File: src/rtl/soma_vm_arbiter.sv
// Arbiter sharing the single-port soma Vm SRAM between the soma datapath and the configurator.
// Latency: writes and grants are combinational (SRAM commits at edge); read data returns 1 cycle after grant.
// Backpressure: soma has fixed priority; a pending config request is forced through after STARVE_MAX denials.
//
// Ports:
//   clk, rst_n                 clock, asynchronous active-low reset
//   soma_vm_*                  soma write/read requests; soma_vm_stall asks soma to hold them
//   soma_vm_rvld/rdata         soma read return (1 cycle after grant)
//   config_soma_vm_*           config write/read requests; config_stall asks config to hold them
//   config_rvld/soma_vm_rdata  config read return (1 cycle after grant)
//   mem_*                      single-port SRAM interface, 1-cycle synchronous read
module soma_vm_arbiter #(
  parameter int NNW        = 12,
  parameter int VW         = 20,
  parameter int STARVE_MAX = 4,
  parameter int SCW        = 3
) (
  input  logic           clk,
  input  logic           rst_n,
  input  logic           soma_vm_we,
  input  logic [NNW-1:0] soma_vm_waddr,
  input  logic [VW-1:0]  soma_vm_wdata,
  input  logic           soma_vm_re,
  input  logic [NNW-1:0] soma_vm_raddr,
  output logic           soma_vm_stall,
  output logic           soma_vm_rvld,
  output logic [VW-1:0]  soma_vm_rdata,
  input  logic           config_soma_vm_we,
  input  logic [NNW-1:0] config_soma_vm_waddr,
  input  logic [VW-1:0]  config_soma_vm_wdata,
  input  logic           config_soma_vm_re,
  input  logic [NNW-1:0] config_soma_vm_raddr,
  output logic           config_stall,
  output logic           config_rvld,
  output logic [VW-1:0]  config_soma_vm_rdata,
  output logic           mem_en,
  output logic           mem_we,
  output logic [NNW-1:0] mem_addr,
  output logic [VW-1:0]  mem_wdata,
  input  logic [VW-1:0]  mem_rdata
);

  typedef enum logic [1:0] {
    TAG_NONE = 2'd0,
    TAG_SOMA = 2'd1,
    TAG_CFG  = 2'd2
  } rd_tag_e;

  localparam logic [SCW-1:0] STARVE_LIM = SCW'(STARVE_MAX);

  logic [SCW-1:0] starve_cnt_q, starve_cnt_d;
  rd_tag_e        rd_tag_q, rd_tag_d;
  logic           soma_wr_done_q, soma_wr_done_d;

  logic soma_wr_pend;
  logic soma_req;
  logic cfg_req;
  logic force_cfg;
  logic cfg_gnt;
  logic soma_gnt;
  logic soma_split;
  logic soma_rd_gnt;
  logic cfg_rd_gnt;

  // A soma write already committed during a write-then-read split is not
  // repeated while soma holds its request for the read half.
  assign soma_wr_pend = soma_vm_we & ~soma_wr_done_q;
  assign soma_req     = soma_wr_pend | soma_vm_re;
  assign cfg_req      = config_soma_vm_we | config_soma_vm_re;

  assign force_cfg = cfg_req & (starve_cnt_q == STARVE_LIM);
  assign cfg_gnt   = force_cfg | (cfg_req & ~soma_req);
  assign soma_gnt  = soma_req & ~cfg_gnt;

  // Soma write goes first; a simultaneous read waits for a later grant.
  assign soma_split  = soma_gnt & soma_wr_pend & soma_vm_re;
  assign soma_rd_gnt = soma_gnt & ~soma_wr_pend;
  // A combined config write+read is treated as a write; the read is dropped.
  assign cfg_rd_gnt  = cfg_gnt & ~config_soma_vm_we & config_soma_vm_re;

  assign soma_vm_stall = soma_req & (cfg_gnt | soma_split);
  assign config_stall  = cfg_req & ~cfg_gnt;

  always_comb begin
    mem_en    = 1'b0;
    mem_we    = 1'b0;
    mem_addr  = '0;
    mem_wdata = '0;
    if (cfg_gnt) begin
      mem_en    = 1'b1;
      mem_we    = config_soma_vm_we;
      mem_addr  = config_soma_vm_we ? config_soma_vm_waddr : config_soma_vm_raddr;
      mem_wdata = config_soma_vm_wdata;
    end else if (soma_gnt) begin
      mem_en    = 1'b1;
      mem_we    = soma_wr_pend;
      mem_addr  = soma_wr_pend ? soma_vm_waddr : soma_vm_raddr;
      mem_wdata = soma_vm_wdata;
    end
  end

  always_comb begin
    starve_cnt_d = starve_cnt_q;
    if (cfg_gnt || !cfg_req) begin
      starve_cnt_d = '0;
    end else if (starve_cnt_q != STARVE_LIM) begin
      starve_cnt_d = starve_cnt_q + SCW'(1);
    end
  end

  always_comb begin
    soma_wr_done_d = soma_wr_done_q;
    if (soma_split) begin
      soma_wr_done_d = 1'b1;
    end else if (soma_rd_gnt || !soma_vm_we) begin
      soma_wr_done_d = 1'b0;
    end
  end

  always_comb begin
    rd_tag_d = TAG_NONE;
    if (cfg_rd_gnt) begin
      rd_tag_d = TAG_CFG;
    end else if (soma_rd_gnt) begin
      rd_tag_d = TAG_SOMA;
    end
  end

  always_ff @(posedge clk or negedge rst_n) begin
    if (!rst_n) begin
      starve_cnt_q   <= '0;
      rd_tag_q       <= TAG_NONE;
      soma_wr_done_q <= 1'b0;
    end else begin
      starve_cnt_q   <= starve_cnt_d;
      rd_tag_q       <= rd_tag_d;
      soma_wr_done_q <= soma_wr_done_d;
    end
  end

  // Read data is steered to the owner of last cycle's read; the other side sees 0.
  assign soma_vm_rvld         = (rd_tag_q == TAG_SOMA);
  assign config_rvld          = (rd_tag_q == TAG_CFG);
  assign soma_vm_rdata        = soma_vm_rvld ? mem_rdata : '0;
  assign config_soma_vm_rdata = config_rvld  ? mem_rdata : '0;

endmodule

File: config.mk
export PLATFORM = sky130hd
export DESIGN_NAME = soma_vm_arbiter
export DESIGN_NICKNAME = d
export VERILOG_FILES = /design/src/rtl/soma_vm_arbiter.sv
export SDC_FILE = /design/constraint.sdc
export NUM_CORES = 1
export LEC_CHECK = 0
export ABC_AREA = 1
export BUFFER_PORTS_ARGS = -buffer_cell sky130_fd_sc_hd__buf_4
export CORE_ASPECT_RATIO = 0.6
export CORE_MARGIN = 1
export CORE_UTILIZATION = 32
export DETAILED_ROUTE_END_ITERATION = 16
export GPL_ROUTABILITY_DRIVEN = 0
export PLACE_DENSITY = 0.87
export RECOVER_POWER = 100
export REMOVE_ABC_BUFFERS = 1
export SLEW_MARGIN = 20
export SYNTH_ARGS = -nofsm -noshare
export SYNTH_HDL_FRONTEND = slang
export SYNTH_SLANG_ARGS = --single-unit
export TNS_END_PERCENT = 1
File: constraint.sdc
create_clock -name clk -period 1.88 [get_ports clk]
set_input_delay 0.376 -clock clk [delete_from_list [all_inputs] [get_ports clk]]
set_output_delay 0.376 -clock clk [all_outputs]
set_load 0.05 [all_outputs]
* After elaboration in Yosys (flattened, before gate mapping)
Index checks and enable logic that the tools add are counted.
** Word-level totals
- Logic and storage cells :: 52
- Bits of input ports :: 114
- Output and inout port bits :: 78
- Flip-flop bits (word level) :: 6
** Operators by class
- Reduce and logical (&&, ||, !) cells :: 6
- Muxes and demuxes :: 18
- Eq/ne operators :: 4
- $add $sub $neg :: 1
- Bitwise logic cells :: 20
** Operators by type and width (number)
- $mux W20 :: 4
- $mux W12 :: 4
- $and A1 B1 Y1 :: 11
- $mux W1 :: 7
- $mux W3 :: 2
- $not A1 Y1 :: 5
- $or A1 B1 Y1 :: 4
- $reduce_bool A2 Y1 :: 2
- $add A3 B1 Y3 const B :: 1
- $eq A3 B3 Y1 const B :: 1
- $ne A3 B3 Y1 const B :: 1
- $eq A2 B1 Y1 const B :: 1
- $eq A2 B2 Y1 const B :: 1
- $logic_not A1 Y1 :: 2
- $logic_or A1 B1 Y1 :: 2
- $mux W2 :: 1

* Longest topological paths before layout
Gate-level depths: netlist of the first run.
- Word-level depth :: 12
- Depth in mapped cells :: 9
- Mapped depth without buffers :: 8

* Least setup slack after synthesis of the first run
No wires, ideal clock.
- Path type :: register -> output
- Start :: register rd_tag_q[0]
- End :: output config_soma_vm_rdata[0]
- Cell stages (with the launch flop) :: 5
- Data required time :: 1504 ps
- Path slack :: -560 ps
- Arrival :: 2064 ps
- Cells stage by stage :: dfrtp_1 -> nor2_1 -> inv_1 -> clkbuf_1 -> nor2_1
** Between the ends
- Longest elaborated chain between the ends :: 2
** RTL lines
- from (decl) :: RTL line 52 : rd_tag_e rd_tag_q, rd_tag_d;
- from (signal assigned) :: RTL line 136 : rd_tag_q <= rd_tag_d;
- $eq A2 B2 Y1 :: RTL line 143 : assign config_rvld = (rd_tag_q == TAG_CFG);
- via config_rvld :: RTL line 34 : output logic config_rvld,
- $mux W20 :: RTL line 145 : assign config_soma_vm_rdata = config_rvld ? mem_rdata : '0;
- to (decl) :: RTL line 35 : output logic [VW-1:0] config_soma_vm_rdata,
The timed path passes the listed nets, and every way through them passes these cells.

* Final worst setup path of the first run
- Start :: register starve_cnt_q[1]
- End :: output mem_addr[10]
** Between the ends
- Longest elaborated chain between the ends :: 7
** RTL lines
- from (decl) :: RTL line 51 : logic [SCW-1:0] starve_cnt_q, starve_cnt_d;
- from (signal assigned) :: RTL line 135 : starve_cnt_q <= starve_cnt_d;
- $eq A3 B3 Y1 (*) :: RTL line 71 : assign force_cfg = cfg_req & (starve_cnt_q == STARVE_LIM);
- $and A1 B1 Y1 (*) :: RTL line 71
- $or A1 B1 Y1 (*) :: RTL line 72 : assign cfg_gnt = force_cfg | (cfg_req & ~soma_req);
- $not A1 Y1 :: RTL line 73 : assign soma_gnt = soma_req & ~cfg_gnt;
- $and A1 B1 Y1 :: RTL line 73
- $mux W12 :: RTL line 94 : end else if (soma_gnt) begin
- $mux W12 (*) :: RTL line 89 : if (cfg_gnt) begin
- to (decl) :: RTL line 38 : output logic [NNW-1:0] mem_addr,
Mark *: on every way between the ends. The rest lies on a longest branch, timed or not.

==> results.json, run 1 <==
{
  "outcome": "finished, violations left",
  "violations": "setup timing",
  "setup_repair_after_global_routing_missed_its_margin": "yes",
  "detail_route.drc_violations": 0,
  "worst_ep_required_time_ns": 1.50,
  "die_h_um": 53.4,
  "critical_path_startpoint_category": "flip-flop",
  "post_dp_cell_area_um2": 2870,
  "netSwitchingPower_mw": 1.25,
  "crit-reg2reg-launch": "starve_cnt_q[1]$_DFFE_PN0P_",
  "slew-limit-headroom_pct": 74.7,
  "timing.hold.worst.class": "in2reg",
  "max_stage_delay_ns": 0.37,
  "fp-row-count": 18,
  "initial_core_util_pct": 33.8,
  "clkPwrFrac_pct": 8.5,
  "cts_sinks": 6,
  "share_of_layout_cells_above_drive_strength_1_pct": 54.4,
  "final-hold-violation-count": 0,
  "dr.max_layer_used": "met4",
  "final_area_um2": 3380,
  "synth_seq_cells": 6,
  "layout.nets": 611,
  "top_level_ports": 192,
  "met3WireLength_um": 586,
  "period_minus_slack_ns": 2.03,
  "grt_overflow": 0,
  "antenna_violating_nets_post_route": 0,
  "wl_per_cell_um": 14.0,
  "area_growth_pct": 140,
  "fin_cells": 553,
  "tritoncts": "done",
  "worst_hold_path_depth": 3,
  "synth_ff_type": "dfrtp_1",
  "critical_path.cell_chain": "inv_1 -> ha_2 -> nand2_4 -> nand2_4 -> nand2_4 -> inv_8 -> clkbuf_16 -> nand2_2 -> nand2_2 -> buf_6",
  "worst_setup_path_end_kind": "output pin",
  "crit_path_frequent_cell": "nand2_4",
  "power.share.sequential_pct": 7.3,
  "via_count": 2546,
  "synthTopCellsByCount": "165 x nand2_1, 47 x nor2_1, 32 x inv_1",
  "crit_reg_reg_endpoint": "starve_cnt_q[1]$_DFFE_PN0P_",
  "cap_violations": 0,
  "synth_seq_area_share_pct": 10.7,
  "tritoncts.num_buffers": 3,
  "setup_tns_ns": -3.68,
  "met1_length_mm": 2.88,
  "finalSetupViolCount": 35,
  "startpoint_of_the_lowest_slack_hold_path": "soma_vm_we",
  "die_x_um": 87.7,
  "critical_path.n_buffers_inverters": 4,
  "synthDominantCellAreaShare_pct": 44.0,
  "grt_max_degree": 22,
  "die_area_um2": 4680,
  "largest_delay_share_family_worst_path": "buffers and inverters",
  "met2RoutedLength_mm": 4.02,
  "postLayoutSetupSlackWorst_ns": -0.147,
  "vdd.ir_drop.worst_uv": 585,
  "dr.first_iter.drc_count": 66,
  "hold-path-endpoint": "soma_wr_done_q$_DFFE_PN0P_",
  "async_flop_share_pct": 100,
  "hpwl_reported_at_the_end_of_detailed_placement_mm": 5.24,
  "sequential_cell_area_um2": 150,
  "fin_crit_sh_pct": 108,
  "post_synth.cell_area_avg_um2": 4.79,
  "postSynthCellCount": 294,
  "cell_internal_pwr_mw": 1.04,
  "multi_input_area_um2": 1100,
  "worst-setup-path-type": "reg2out",
  "design.core.area_um2": 4170,
  "p_leak_nw": 2.09,
  "via_per_inst": 4.60,
  "grt_pass1_vias": 2211,
  "comb_power_share_pct": 84.2,
  "port-buffer-count": 191,
  "fill_cells": 288,
  "drtPass1Iterations": 4,
  "ff2ff_path_depth": 9,
  "totalWireLength_mm": 7.72,
  "cts.htree.levels": 1,
  "clock_insertion_delay_worst_skew_ns": 0.22,
  "leading_cell_type_by_number_of_instances_after_synthesis": "nand2_1",
  "clk_root_buffer_cell": "clkbuf_8",
  "globalRouteTotalUtil_pct": 28.2,
  "timing_worst_slew_pin_value_ns": 0.377,
  "clockBufferDepth": 2,
  "synth-warning-count": 0,
  "placed_cells": 538,
  "power.total_mw": 2.29,
  "post_synth_main_area_contributors": "nand2_1 44%, nor2_1 13%, dfrtp_1 11%",
  "sw_share_pct": 54.7,
  "clock_skew_ns": 0.00214,
  "antennaDiodeCount": 0,
  "grt_first_pass_wirelength_mm": 10.2,
  "path_clk_slew_ns": 0.04,
  "max_transition_viols_final": 0,
  "r2r_setup_slack_ns": 0.50,
  "syn-cell-area_um2": 1410,
  "synth.largest_area_cell": "nand2_1",
  "critical-path-slowest-cell": "dfrtp_1",
  "timing.fmax_mhz": 493,
  "timing.critical_path.fanout_max": 8,
  "synth_cell_types": 20,
  "synth-edff-count": 0,
  "power.density_cell_area_nw_per_um2": 679,
  "arrival_ns": 1.65,
  "antenna_found_initial": 0
}
==> layout by cell type (no fill, tap or decap) <==
| cell | count |
|---|---|
| buf_12 | 2 |
| buf_16 | 2 |
| buf_4 | 167 |
| buf_6 | 20 |
| buf_8 | 16 |
| clkbuf_1 | 1 |
| clkbuf_16 | 1 |
| clkbuf_8 | 3 |
| dfrtp_1 | 6 |
| dlygate4sd3_1 | 1 |
| ha_1 | 1 |
| ha_2 | 1 |
| inv_1 | 32 |
| inv_2 | 2 |
| inv_8 | 3 |
| nand2_1 | 132 |
| nand2_2 | 42 |
| nand2_4 | 5 |
| nand3_1 | 4 |
| nor2_1 | 46 |
| nor2_4 | 2 |
| o211ai_1 | 1 |
| o21ai_2 | 1 |
| o21ai_4 | 1 |
| xnor2_1 | 1 |
==> flip-flops by register name (all words and copies together) (netlist names) <==
signal	flops
soma_wr_done_q	1
starve_cnt_q	3
rd_tag_q	2
==> final cells by class <==
type                    count  share of cell area, %
multi-input cells         237                   32.5
inverters                  36                   4.44
flip-flops and latches      6                   4.44
clock buffers               3                   1.22
repair inverters            1                  0.333
well taps                  60                   2.22
repair buffers            210                   54.8
==> logic make-up (layout without fill, tap and decap cells) <==
| logic type | Yosys count | after routing | synth area share, % |
|---|---|---|---|
| flip-flops | 6 | 6 | 10.7 |
| adder cells (fa/ha/maj) | 2 | 2 | 1.78 |
| buffers and inverters | 51 | 250 | 18.6 |
| XOR/XNOR | 1 | 1 | 0.622 |
| AND/OR/NAND/NOR | 231 | 231 | 66.3 |
| AO/OA/AOI/OAI | 3 | 3 | 2.04 |
==> worst min-delay path, delay by kind of cell <==
family / cells / cell delay [ns]
simple gates: 2 / 0.13
buf+inv: 1 / 0.10
==> worst max-delay path by stage <==
stage                     cells past startpoint                   startpoint                 endpoint  slack [ns]
after floorplan                               3        rd_tag_q[0]$_DFF_PN0_  config_soma_vm_rdata[0]       -0.75
after global placement                        8  starve_cnt_q[0]$_DFFE_PN0P_              mem_addr[2]        0.02
after detailed placement                      8  starve_cnt_q[0]$_DFFE_PN0P_             mem_wdata[7]       -0.03
after CTS                                    10  starve_cnt_q[1]$_DFFE_PN0P_              mem_addr[9]       -0.08
after global routing                         10  starve_cnt_q[0]$_DFFE_PN0P_             mem_addr[10]       -0.23
final                                        10  starve_cnt_q[1]$_DFFE_PN0P_             mem_addr[10]       -0.15
==> per-stage QoR <==
stage	setup slack, ns	util, %	hold slack, ns
floorplan	-0.749	-	0.0804
global placement	0.0223	68.9	0.185
detailed placement	-0.0284	68.9	0.187
CTS	-0.0840	76.6	0.389
global route	-0.228	81.1	0.429
finish	-0.147	81.1	0.414
==> what timing repair did <==
item,CTS,global route
cloned,3,1
endpoints found under the setup margin,35,55
setup buffers,5,2
hold endpoints to repair,6,0
resized for setup,49,50
pin swaps,3,13
hold buffers,1,0
==> power by group through the flow <==
| stage | Sequential (mW) | Clock, mW | Combinational [mW] |
|---|---|---|---|
| 3_3_place_gp | 0.167 | 0 | 1.55 |
| 6_report | 0.169 | 0.195 | 1.93 |
| 4_1_cts | 0.166 | 0.199 | 1.78 |
| 3_5_place_dp | 0.168 | 0 | 1.57 |
| 2_1_floorplan | 0.165 | 0 | 0.995 |
| 5_1_grt | 0.172 | 0.208 | 2.03 |
==> per-layer routing <==
layer  up-vias  GRT usage [%]
met2       118           52.2
met3        22           5.93
met1      1158           32.9
met5         -              0
met4         0           9.02
li1       1248              -
Note: power is estimated with default switching activity, not from simulation.
==> inputs of run 2 (changes only) <==
Settings changed: CELL_PAD_IN_SITES_DETAIL_PLACEMENT set to 1, CELL_PAD_IN_SITES_GLOBAL_PLACEMENT set to 1, CORE_UTILIZATION 32 to 18, PLACE_DENSITY 0.87 to 0.9.
Clock period 1.88 ns to 2.54 ns, I/O delays scaled along.
==> run 2 against run 1 <==
  * The run now ends clean
  * Combinational power is 44% lower
  * Flip-flop and latch count stayed put
  * Global-route usage is 11 points lower
  * Sequential share of layout area is 1.0 points higher
  * Total power is 36% lower
  * Highest routed layer unchanged
  * First-iteration DRC count is 23% lower
  * Final area is 19% lower
==> results.json, run 2 (same netlist as run 1, synthesis figures left out) <==
{
  "outcome": "finished, final reports clean",
  "port-buffer-count": 191,
  "antenna_violating_nets_post_route": 0,
  "via_count": 2388,
  "met1_length_mm": 3.20,
  "finalSetupViolCount": 0,
  "ff2ff_path_depth": 7,
  "design.core.area_um2": 7420,
  "cts.htree.levels": 1,
  "dr.max_layer_used": "met4",
  "area_growth_pct": 94.6,
  "tritoncts": "done",
  "arrival_ns": 1.91,
  "post-cts-setup-buffer-count": 0,
  "register_ranked_first_by_flip_flop_count": "starve_cnt_q",
  "globalRouteTotalUtil_pct": 17.7,
  "timing_worst_slew_pin_value_ns": 0.670,
  "antenna_found_initial": 0,
  "postLayoutSetupSlackWorst_ns": 0.126,
  "crit_reg_reg_endpoint": "starve_cnt_q[2]$_DFFE_PN0P_",
  "crit-reg2reg-launch": "starve_cnt_q[0]$_DFFE_PN0P_",
  "power.total_mw": 1.48,
  "share_of_layout_cells_above_drive_strength_1_pct": 37.1,
  "wl_per_cell_um": 13.4,
  "worst-setup-path-type": "reg2out",
  "p_leak_nw": 1.74,
  "drtPass1Iterations": 6,
  "timing.fmax_mhz": 414,
  "r2r_setup_slack_ns": 1.24,
  "vdd.ir_drop.worst_uv": 201,
  "met3WireLength_um": 346,
  "worst_setup_path_end_kind": "output pin",
  "grt_pass1_vias": 2441,
  "cts.hold.buffers_added": 0,
  "layout.nets": 593,
  "worst_ep_required_time_ns": 2.03,
  "timing.hold.worst.class": "in2async",
  "power.density_cell_area_nw_per_um2": 540,
  "fin_crit_sh_pct": 95.1,
  "period_minus_slack_ns": 2.41,
  "dr.first_iter.drc_count": 51,
  "clockBufferDepth": 2,
  "grt_overflow": 0,
  "die_area_um2": 8200,
  "hpwl_reported_at_the_end_of_detailed_placement_mm": 6.61,
  "layout_top_registers": "starve_cnt_q (3), rd_tag_q (2), soma_wr_done_q (1)",
  "cts_sinks": 6,
  "via_per_inst": 4.12,
  "tritoncts.num_buffers": 3,
  "layout.core_utilization_pct": 37.0,
  "path_clk_slew_ns": 0.04,
  "final-hold-violation-count": 0,
  "setup_repair_after_global_routing_missed_its_margin": "no",
  "setup_ws_pre_cts_ns": 0.283,
  "timing.critical_path.fanout_max": 32,
  "detail_route.drc_violations": 0,
  "clock_skew_ns": 0.00385,
  "clk_root_buffer_cell": "clkbuf_16",
  "max_transition_viols_final": 0,
  "clock_insertion_delay_worst_skew_ns": 0.23,
  "slew-limit-headroom_pct": 55.2,
  "grt_first_pass_wirelength_mm": 11.5,
  "fp-row-count": 24,
  "initial_core_util_pct": 19.0,
  "post_dp_cell_area_um2": 2870,
  "final_area_um2": 2740,
  "layout.cells.most_common": "nand2_1",
  "grt_max_degree": 33,
  "critical_path_startpoint_category": "flip-flop",
  "largest_reg_flops": 3,
  "antennaDiodeCount": 0,
  "totalWireLength_mm": 7.74,
  "met2RoutedLength_mm": 4.06,
  "die_x_um": 116,
  "top_level_ports": 192,
  "die_h_um": 70.5,
  "commonest_cells_after_routing_fill_and_taps_aside": "165 x nand2_1, 119 x buf_4, 48 x nor2_1, 38 x clkbuf_1, 33 x inv_1",
  "fill_cells": 1049,
  "cap_violations": 0,
  "resized_after_cts": 0
}
## run 2: cell types whose count changed in the layout (fill, tap and decap cells not counted), moves of 3 or more
cell,change
buf_2,+9
buf_4,-48
buf_6,-20
buf_8,-16
clkbuf_1,+37
clkbuf_2,+11
clkbuf_4,+16
clkbuf_8,-3
inv_8,-3
nand2_1,+33
nand2_2,-32
## run 2: routing by layer
layer	vias up	global-route usage, %
li1	1205	-
met1	1100	20.6
met2	70	34.5
met3	13	1.97
met4	0	4.42
met5	-	0
## run 2: layout make-up
cell class | instances | area (um2) | area share (%)
flip-flops and latches | 6 | 150 | 5.48
clock buffers | 3 | 75.1 | 2.74
well taps | 104 | 130 | 4.75
inverters | 36 | 140 | 5.11
multi-input cells | 237 | 990 | 36.1
repair buffers | 193 | 1260 | 45.8
## run 2: metrics by stage
stage	std cells	TNS, ns	hold slack, ns
6_report	579	0	0.152
5_1_grt	579	0	0.183
4_1_cts	579	0	0.0795
3_5_place_dp	576	0	0.323
3_3_place_gp	576	0	0.317
2_1_floorplan	279	-4.41	0.212
## run 2: power by group
part	switching, mW	leakage (nW)	internal [mW]	total [mW]
combinational	0.788	1.62	0.306	1.09
sequential	0.0110	0.0781	0.113	0.124
clock	0.0584	0.0370	0.203	0.261
total	0.857	1.74	0.622	1.48
## run 2: worst max path at each step
stage / cells past startpoint / endpoint / startpoint
2_1_floorplan: 3 / config_soma_vm_rdata[0] / rd_tag_q[0]$_DFF_PN0_
3_3_place_gp: 8 / mem_addr[3] / soma_vm_we
3_5_place_dp: 8 / mem_wdata[19] / config_soma_vm_we
4_1_cts: 9 / mem_wdata[19] / starve_cnt_q[0]$_DFFE_PN0P_
5_1_grt: 9 / mem_wdata[19] / starve_cnt_q[0]$_DFFE_PN0P_
6_report: 9 / mem_wdata[19] / starve_cnt_q[0]$_DFFE_PN0P_
## run 2: worst max-delay path, cell delays in order, from the launching register on
cell,delay [ns]
dfrtp_1,0.39
inv_1,0.06
ha_1,0.13
nand2_1,0.15
nand2_4,0.14
nand2_4,0.07
inv_4,0.30
nand2_1,0.14
nand2_1,0.10
buf_4,0.20
